--- config.mk ---
export PLATFORM = sky130hd
export DESIGN_NAME = port_map_forwarder
export DESIGN_NICKNAME = d
export VERILOG_FILES = /design/src/rtl/port_map_forwarder.sv
export SDC_FILE = /design/constraint.sdc
export NUM_CORES = 1
export LEC_CHECK = 0
export CELL_PAD_IN_SITES_DETAIL_PLACEMENT = 1
export CELL_PAD_IN_SITES_GLOBAL_PLACEMENT = 1
export CORE_ASPECT_RATIO = 1.1
export CORE_MARGIN = 2
export CORE_UTILIZATION = 25
export CTS_CLUSTER_SIZE = 8
export DETAILED_ROUTE_END_ITERATION = 8
export PLACE_DENSITY_LB_ADDON = 0.1
export SETUP_SLACK_MARGIN = 0.5
export SKIP_LAST_GASP = 1
export SLEW_MARGIN = 40
export SYNTH_ARGS = -nofsm -noshare
export SYNTH_HDL_FRONTEND = slang
export SYNTH_SLANG_ARGS = --single-unit
export TNS_END_PERCENT = 5
--- constraint.sdc ---
create_clock -name clk -period 10 [get_ports clk]
set_clock_uncertainty 0.05 [all_clocks]
set_input_delay 1 -clock clk [delete_from_list [all_inputs] [get_ports clk]]
set_output_delay 1 -clock clk [all_outputs]
set_load 0.03 [all_outputs]
--- src/rtl/port_map_forwarder.sv ---
// Packet forwarder: buffers upstream words in a fall-through FIFO and rewrites the
// IOQ header dst mask from a per-source port map (or a flood mask) before forwarding.
module port_map_forwarder #(
  parameter int                    DATA_WIDTH      = 64,
  parameter int                    CTRL_WIDTH      = DATA_WIDTH/8,
  parameter int                    NUM_PORTS       = 4,
  parameter int                    FIFO_DEPTH_BITS = 3,
  parameter logic [CTRL_WIDTH-1:0] IOQ_HDR_CTRL    = CTRL_WIDTH'(8'hFF),
  parameter int                    DST_POS         = 0,
  parameter int                    SRC_POS         = 16
) (
  input  logic                    clk,
  input  logic                    reset,
  input  logic [DATA_WIDTH-1:0]   in_data,
  input  logic [CTRL_WIDTH-1:0]   in_ctrl,
  input  logic                    in_wr,
  output logic                    in_rdy,
  output logic [DATA_WIDTH-1:0]   out_data,
  output logic [CTRL_WIDTH-1:0]   out_ctrl,
  output logic                    out_wr,
  input  logic                    out_rdy,
  input  logic                    mode,
  input  logic [NUM_PORTS*16-1:0] port_map,
  output logic [31:0]             fwd_cnt,
  output logic [31:0]             drop_cnt,
  output logic [31:0]             err_cnt
);

  localparam int DEPTH = 1 << FIFO_DEPTH_BITS;
  localparam int CW    = FIFO_DEPTH_BITS + 1;

  typedef enum logic [1:0] {HDR, PASS, DROP} state_t;

  logic [DATA_WIDTH-1:0]      mem_data [DEPTH];
  logic [CTRL_WIDTH-1:0]      mem_ctrl [DEPTH];
  logic [FIFO_DEPTH_BITS-1:0] wr_ptr;
  logic [FIFO_DEPTH_BITS-1:0] rd_ptr;
  logic [CW-1:0]              count;
  logic                       empty;
  logic                       full;
  logic                       nearly_full;
  logic                       wr_en;
  logic                       rd_en;
  logic [DATA_WIDTH-1:0]      head_data;
  logic [CTRL_WIDTH-1:0]      head_ctrl;

  state_t state;
  logic   data_seen;

  logic [15:0]           src;
  logic                  known;
  logic [15:0]           map_mask;
  logic [15:0]           flood_mask;
  logic [15:0]           mask;
  logic                  is_hdr;
  logic                  eop;
  logic [DATA_WIDTH-1:0] rewritten;

  assign empty       = (count == '0);
  assign full        = (count == CW'(DEPTH));
  assign nearly_full = (count >= CW'(DEPTH - 1));
  assign in_rdy      = !nearly_full;
  assign wr_en       = in_wr && !full;
  assign head_data   = mem_data[rd_ptr];
  assign head_ctrl   = mem_ctrl[rd_ptr];

  // DROP drains the FIFO without waiting for the downstream side.
  assign rd_en = !empty && ((state == DROP) || out_rdy);
  assign eop   = (head_ctrl != '0) && data_seen;

  always_comb begin
    src        = head_data[SRC_POS +: 16];
    known      = 1'b0;
    map_mask   = '0;
    flood_mask = '0;
    for (int j = 0; j < NUM_PORTS; j++) begin
      flood_mask[2*j] = 1'b1;
      if (src == 16'(2*j)) begin
        known    = 1'b1;
        map_mask = port_map[16*j +: 16];
      end
    end
    if (known) flood_mask[src[3:0]] = 1'b0;
    mask      = mode ? flood_mask : map_mask;
    is_hdr    = (head_ctrl == IOQ_HDR_CTRL);
    rewritten = head_data;
    rewritten[DST_POS +: 16] = mask;
  end

  always_ff @(posedge clk) begin
    if (wr_en) begin
      mem_data[wr_ptr] <= in_data;
      mem_ctrl[wr_ptr] <= in_ctrl;
    end
  end

  always_ff @(posedge clk) begin
    if (reset) begin
      wr_ptr    <= '0;
      rd_ptr    <= '0;
      count     <= '0;
      state     <= HDR;
      data_seen <= 1'b0;
      out_wr    <= 1'b0;
      out_data  <= '0;
      out_ctrl  <= '0;
      fwd_cnt   <= '0;
      drop_cnt  <= '0;
      err_cnt   <= '0;
    end else begin
      if (wr_en) wr_ptr <= wr_ptr + FIFO_DEPTH_BITS'(1);
      if (rd_en) rd_ptr <= rd_ptr + FIFO_DEPTH_BITS'(1);
      count  <= count + CW'(wr_en) - CW'(rd_en);
      out_wr <= 1'b0;
      if (rd_en) begin
        out_data <= head_data;
        out_ctrl <= head_ctrl;
        case (state)
          HDR: begin
            data_seen <= (head_ctrl == '0);
            if (is_hdr && known) begin
              if (mask != '0) begin
                out_wr   <= 1'b1;
                out_data <= rewritten;
                state    <= PASS;
              end else begin
                state <= DROP;
              end
            end else begin
              out_wr  <= 1'b1;
              err_cnt <= err_cnt + 32'd1;
              state   <= PASS;
            end
          end
          PASS: begin
            out_wr <= 1'b1;
            if (eop) begin
              fwd_cnt   <= fwd_cnt + 32'd1;
              data_seen <= 1'b0;
              state     <= HDR;
            end else if (head_ctrl == '0) begin
              data_seen <= 1'b1;
            end
          end
          DROP: begin
            if (eop) begin
              drop_cnt  <= drop_cnt + 32'd1;
              data_seen <= 1'b0;
              state     <= HDR;
            end else if (head_ctrl == '0) begin
              data_seen <= 1'b1;
            end
          end
          default: state <= HDR;
        endcase
      end
    end
  end

endmodule
==> reports/metrics.csv <==
stage;metric;value;unit
critical_path;r2r_slack;5.39;ns
placement;post-dp-hpwl;56.53;mm
pwr;p_clk_frac;0.364;
pwr;p_switching;2.721;mW
global_routing;overflow;0;
critical_path;r2r_end;out_wr;
critical_path;crit_chain;buf_12, buf_16, mux4_2, mux2i_4, buf_4, mux2i_1, mux2i_1, or4_1, nor4_1, o21ai_1;
clock_tree;cts_tree;built;
cells_and_area;fillCellCount;12598;
pwr;p_leak;11.94;nW
detailed_routing;vias;18046;
yosys;synth_edf_count;576;
sta;tns;0;ns
sta;drv_slew;0;
global_routing;grt_max_degree;74;
pwr;vdd_drop_max;159.9;uV
job;max_cap_viol_count;0;
detailed_routing;first_iter_violations;761;
cells_and_area;fin_nets;2389;
yosys;synth_area;0.03040;mm2
pwr;p_per_area;239.7;mW/mm2
global_routing;grt_pass1_vias;19585;
worst_hold_path;hp-start;out_data[18];
yosys;avgSynthCellArea;16.15;um2
detailed_routing;vias_per_cell;4.569;
clock_tree;cts_hold_buf;0;
critical_path;cp_slowest_stage_delay;0.78;ns
clock_tree;cts_sinks;761;
detailed_routing;routed_wl;91.33;mm
clock_tree;post_cts_buffers;0;
placement;gp_congestion;0.7542;
worst_hold_path;hp-class;flip-flop to flip-flop;
pwr;p_comb_frac;0.223;
critical_path;worst_setup_path_end_kind;flip-flop;
yosys;syn_inst;1882;
cells_and_area;syn_to_final_growth;26.86;%
critical_path;crit_type;flip-flop to flip-flop;
pwr;p_int;6.522;mW
sta;worst_pin_slew;0.8151;ns
yosys;yosys.cell_types.count;61;
worst_hold_path;whs_endpoint;out_data[18];
critical_path;crit_required;10.50;ns
critical_path;crit_fanout;71;
placement;place_area;0.03546;mm2
yosys;synth_warnings;0;
detailed_routing;ant_nets;0;
clock_tree;cts-resized-gates;0;
cells_and_area;drive_gt1_frac;0.1411;
floorplan;fp.dieW;336.5;um
detailed_routing;wl_per_cell;23.12;um
yosys;yosysSeqAreaShare;0.6908;
critical_path;cpMostUsedCell;mux2i_1;
critical_path;critPathTopFamily;buffers and inverters;
clock_tree;clock_insertion_delay_worst_skew;0.69;ns
sta;fin_crit;4.608;ns
yosys;async_flop_share;0;
yosys;mappedNetlistNets;2040;
global_routing;antenna_found_initial;19;
floorplan;start_util;0.2511;
pwr;p_sw_frac;0.2944;
sta;slew_headroom;0.4566;
critical_path;start_kind;flip-flop;
sta;rsz0062_at_grt;false;
sta;setup_viol;0;
critical_path;arrival;5.11;ns
floorplan;io_pins;311;
yosys;ys_seq_elements;761;
sta;hold_viol_final;0;
yosys;synth_ff_type;edfxtp_1;
sta;fmax;217.0;MHz
global_routing;grt_pass1_wl;132.8;mm
clock_tree;cts_max_level;3;
clock_tree;clk_pin_slew;0.05;ns
critical_path;r2r_cells;10;
worst_hold_path;holdPathStages;2;
global_routing;grt_usage;0.1454;
sta;finalCritPeriodShare;0.4608;
floorplan;rows;134;
clock_tree;numCtsBuffers;106;
cells_and_area;stdcell_area;0.03856;mm2
clock_tree;cts_root_buffer;clkbuf_16;
floorplan;fp.coreArea;0.1211;mm2
floorplan;dieArea;0.1244;mm2
floorplan;die_height;369.7;um
placement;portBuffers;310;
detailed_routing;drcViolationCount;0;
pwr;pwr-share-seq;0.413;
critical_path;crit_buf_inv;3;
clock_tree;clock_path_buffers;3;
detailed_routing;dr.pass1.iters;5;
status;status;completed;
critical_path;crit_path_top_delay_cell;dfxtp_4;
-- flip-flops by register name, indices dropped and copies added (netlist names), named ones only --
register and flops:
out_ctrl 8, wr_ptr 3, fwd_cnt 32, rd_ptr 3, mem_data 512, out_data 64, state 2, data_seen 1
drop_cnt 32, err_cnt 32, out_wr 1, count 4, mem_ctrl 64
-- worst max-delay path by stage --
| stage | end | cells after the start | slack (ns) | start |
|---|---|---|---|---|
| after floorplan | mem_ctrl[0][0] | 3 | 3.16 | in_wr |
| after global placement | out_data[2] | 10 | 5.03 | flip-flop |
| after detailed placement | out_data[2] | 11 | 5.13 | flip-flop |
| after CTS | out_data[2] | 11 | 5.13 | flip-flop |
| after global routing | out_wr | 10 | 5.01 | flip-flop |
| final | out_wr | 10 | 5.39 | flip-flop |
-- final cells by class --
class	instances	area, um2	share of cell area
sequential	761	21010	0.5449
multi-input combinational	985	8860	0.2298
timing repair buffer	342	3456	0.08962
clock buffer	188	2982	0.07732
tap	1632	2042	0.05295
inverter	35	133.9	0.003472
clock inverter	6	75.07	0.001947
antenna	1	2.502	0.00006489
-- through the flow --
stage          total power, mW  std cells  hold WS (ns)  utilization  worst slack [ns]
3_3_place_gp             5.975       3750        0.4099       0.2920             5.025
6_report                 9.243       3950        0.4255       0.3186             5.392
5_1_grt                  9.689       3949        0.4573       0.3185             5.012
3_5_place_dp             6.020       3753        0.4148       0.2930             5.127
4_1_cts                  9.464       3947        0.4284       0.3182             5.127
2_1_floorplan            5.169       1882        0.4041            -             3.162
-- Yosys cell counts (12+ instances only) --
cell type / count / area share
a211oi_1: 58 / 0.014
a21oi_1: 53 / 0.0087
and3_1: 23 / 0.0047
and4_1: 12 / 0.0035
buf_1: 19 / 0.0023
clkbuf_1: 58 / 0.0072
dfxtp_1: 185 / 0.12
edfxtp_1: 576 / 0.57
ha_1: 16 / 0.0066
inv_1: 35 / 0.0043
mux2i_1: 128 / 0.042
mux4_2: 138 / 0.10
nand2_1: 83 / 0.010
nand3_1: 41 / 0.0068
nand4_1: 18 / 0.0037
nor2_1: 151 / 0.019
nor3_1: 12 / 0.0020
nor4_1: 12 / 0.0025
o21ai_0: 39 / 0.0064
or3_1: 32 / 0.0066
xnor2_1: 20 / 0.0058
xor2_1: 30 / 0.0086
-- worst min-delay path: stages, from the launching register on --
cell	delay (ns)
dfxtp_1	0.32
nand2_1	0.06
a21oi_1	0.05
-- power groups by stage --
| stage | Sequential [mW] | Combinational (mW) | Clock, mW |
|---|---|---|---|
| after floorplan | 4.02 | 1.15 | 0 |
| after global placement | 3.88 | 2.09 | 0 |
| after detailed placement | 3.89 | 2.13 | 0 |
| after CTS | 3.83 | 2.14 | 3.50 |
| after global routing | 3.85 | 2.23 | 3.61 |
| final | 3.82 | 2.06 | 3.36 |
-- cell usage in the layout, fill, tap and decap left out, types with 4 or more instances in the layout --
| cell | synthesis | routed |
|---|---|---|
| a211oi_1 | 58 | 58 |
| a21oi_1 | 53 | 53 |
| a31oi_1 | 10 | 10 |
| a32oi_1 | 11 | 11 |
| and2_1 | 6 | 6 |
| and3_1 | 23 | 23 |
| and4_1 | 12 | 12 |
| buf_12 | 2 | 4 |
| buf_4 | 7 | 21 |
| buf_6 | 6 | 5 |
| clkbuf_1 | 58 | 81 |
| clkbuf_16 | 0 | 107 |
| clkdlybuf4s50_1 | 0 | 309 |
| dfxtp_1 | 185 | 182 |
| edfxtp_1 | 576 | 576 |
| ha_1 | 16 | 16 |
| inv_1 | 35 | 34 |
| mux2_2 | 11 | 11 |
| mux2i_1 | 128 | 128 |
| mux4_2 | 138 | 138 |
| nand2_1 | 83 | 83 |
| nand2b_1 | 4 | 4 |
| nand3_1 | 41 | 41 |
| nand4_1 | 18 | 18 |
| nand4b_1 | 9 | 9 |
| nor2_1 | 151 | 144 |
| nor2_4 | 0 | 6 |
| nor3_1 | 12 | 9 |
| nor4_1 | 12 | 12 |
| o21ai_0 | 39 | 39 |
| o31ai_1 | 11 | 11 |
| o31ai_2 | 10 | 10 |
| or3_1 | 32 | 32 |
| or4_1 | 9 | 9 |
| xnor2_1 | 20 | 20 |
| xor2_1 | 30 | 30 |
-- per-layer routing --
metal	up-vias	share of wire	GRT usage
met4	20	0.023	0.04378
met1	9365	0.41	0.1749
met3	154	0.051	0.03375
li1	8127	-	-
met2	380	0.51	0.2571
met5	-	0.0015	0
-- cell families (layout without fill, tap and decap cells) --
family	Yosys count	in the layout	synth area share
flops	761	761	0.6908
simple gates	420	420	0.06738
mux	279	279	0.1496
compound gates	219	219	0.04997
buf+inv	136	571	0.02058
xor+xnor	50	50	0.01441
fa+ha+maj	17	17	0.007244
other cells	0	1	0
No activity file was read; power rests on OpenSTA's default activity.
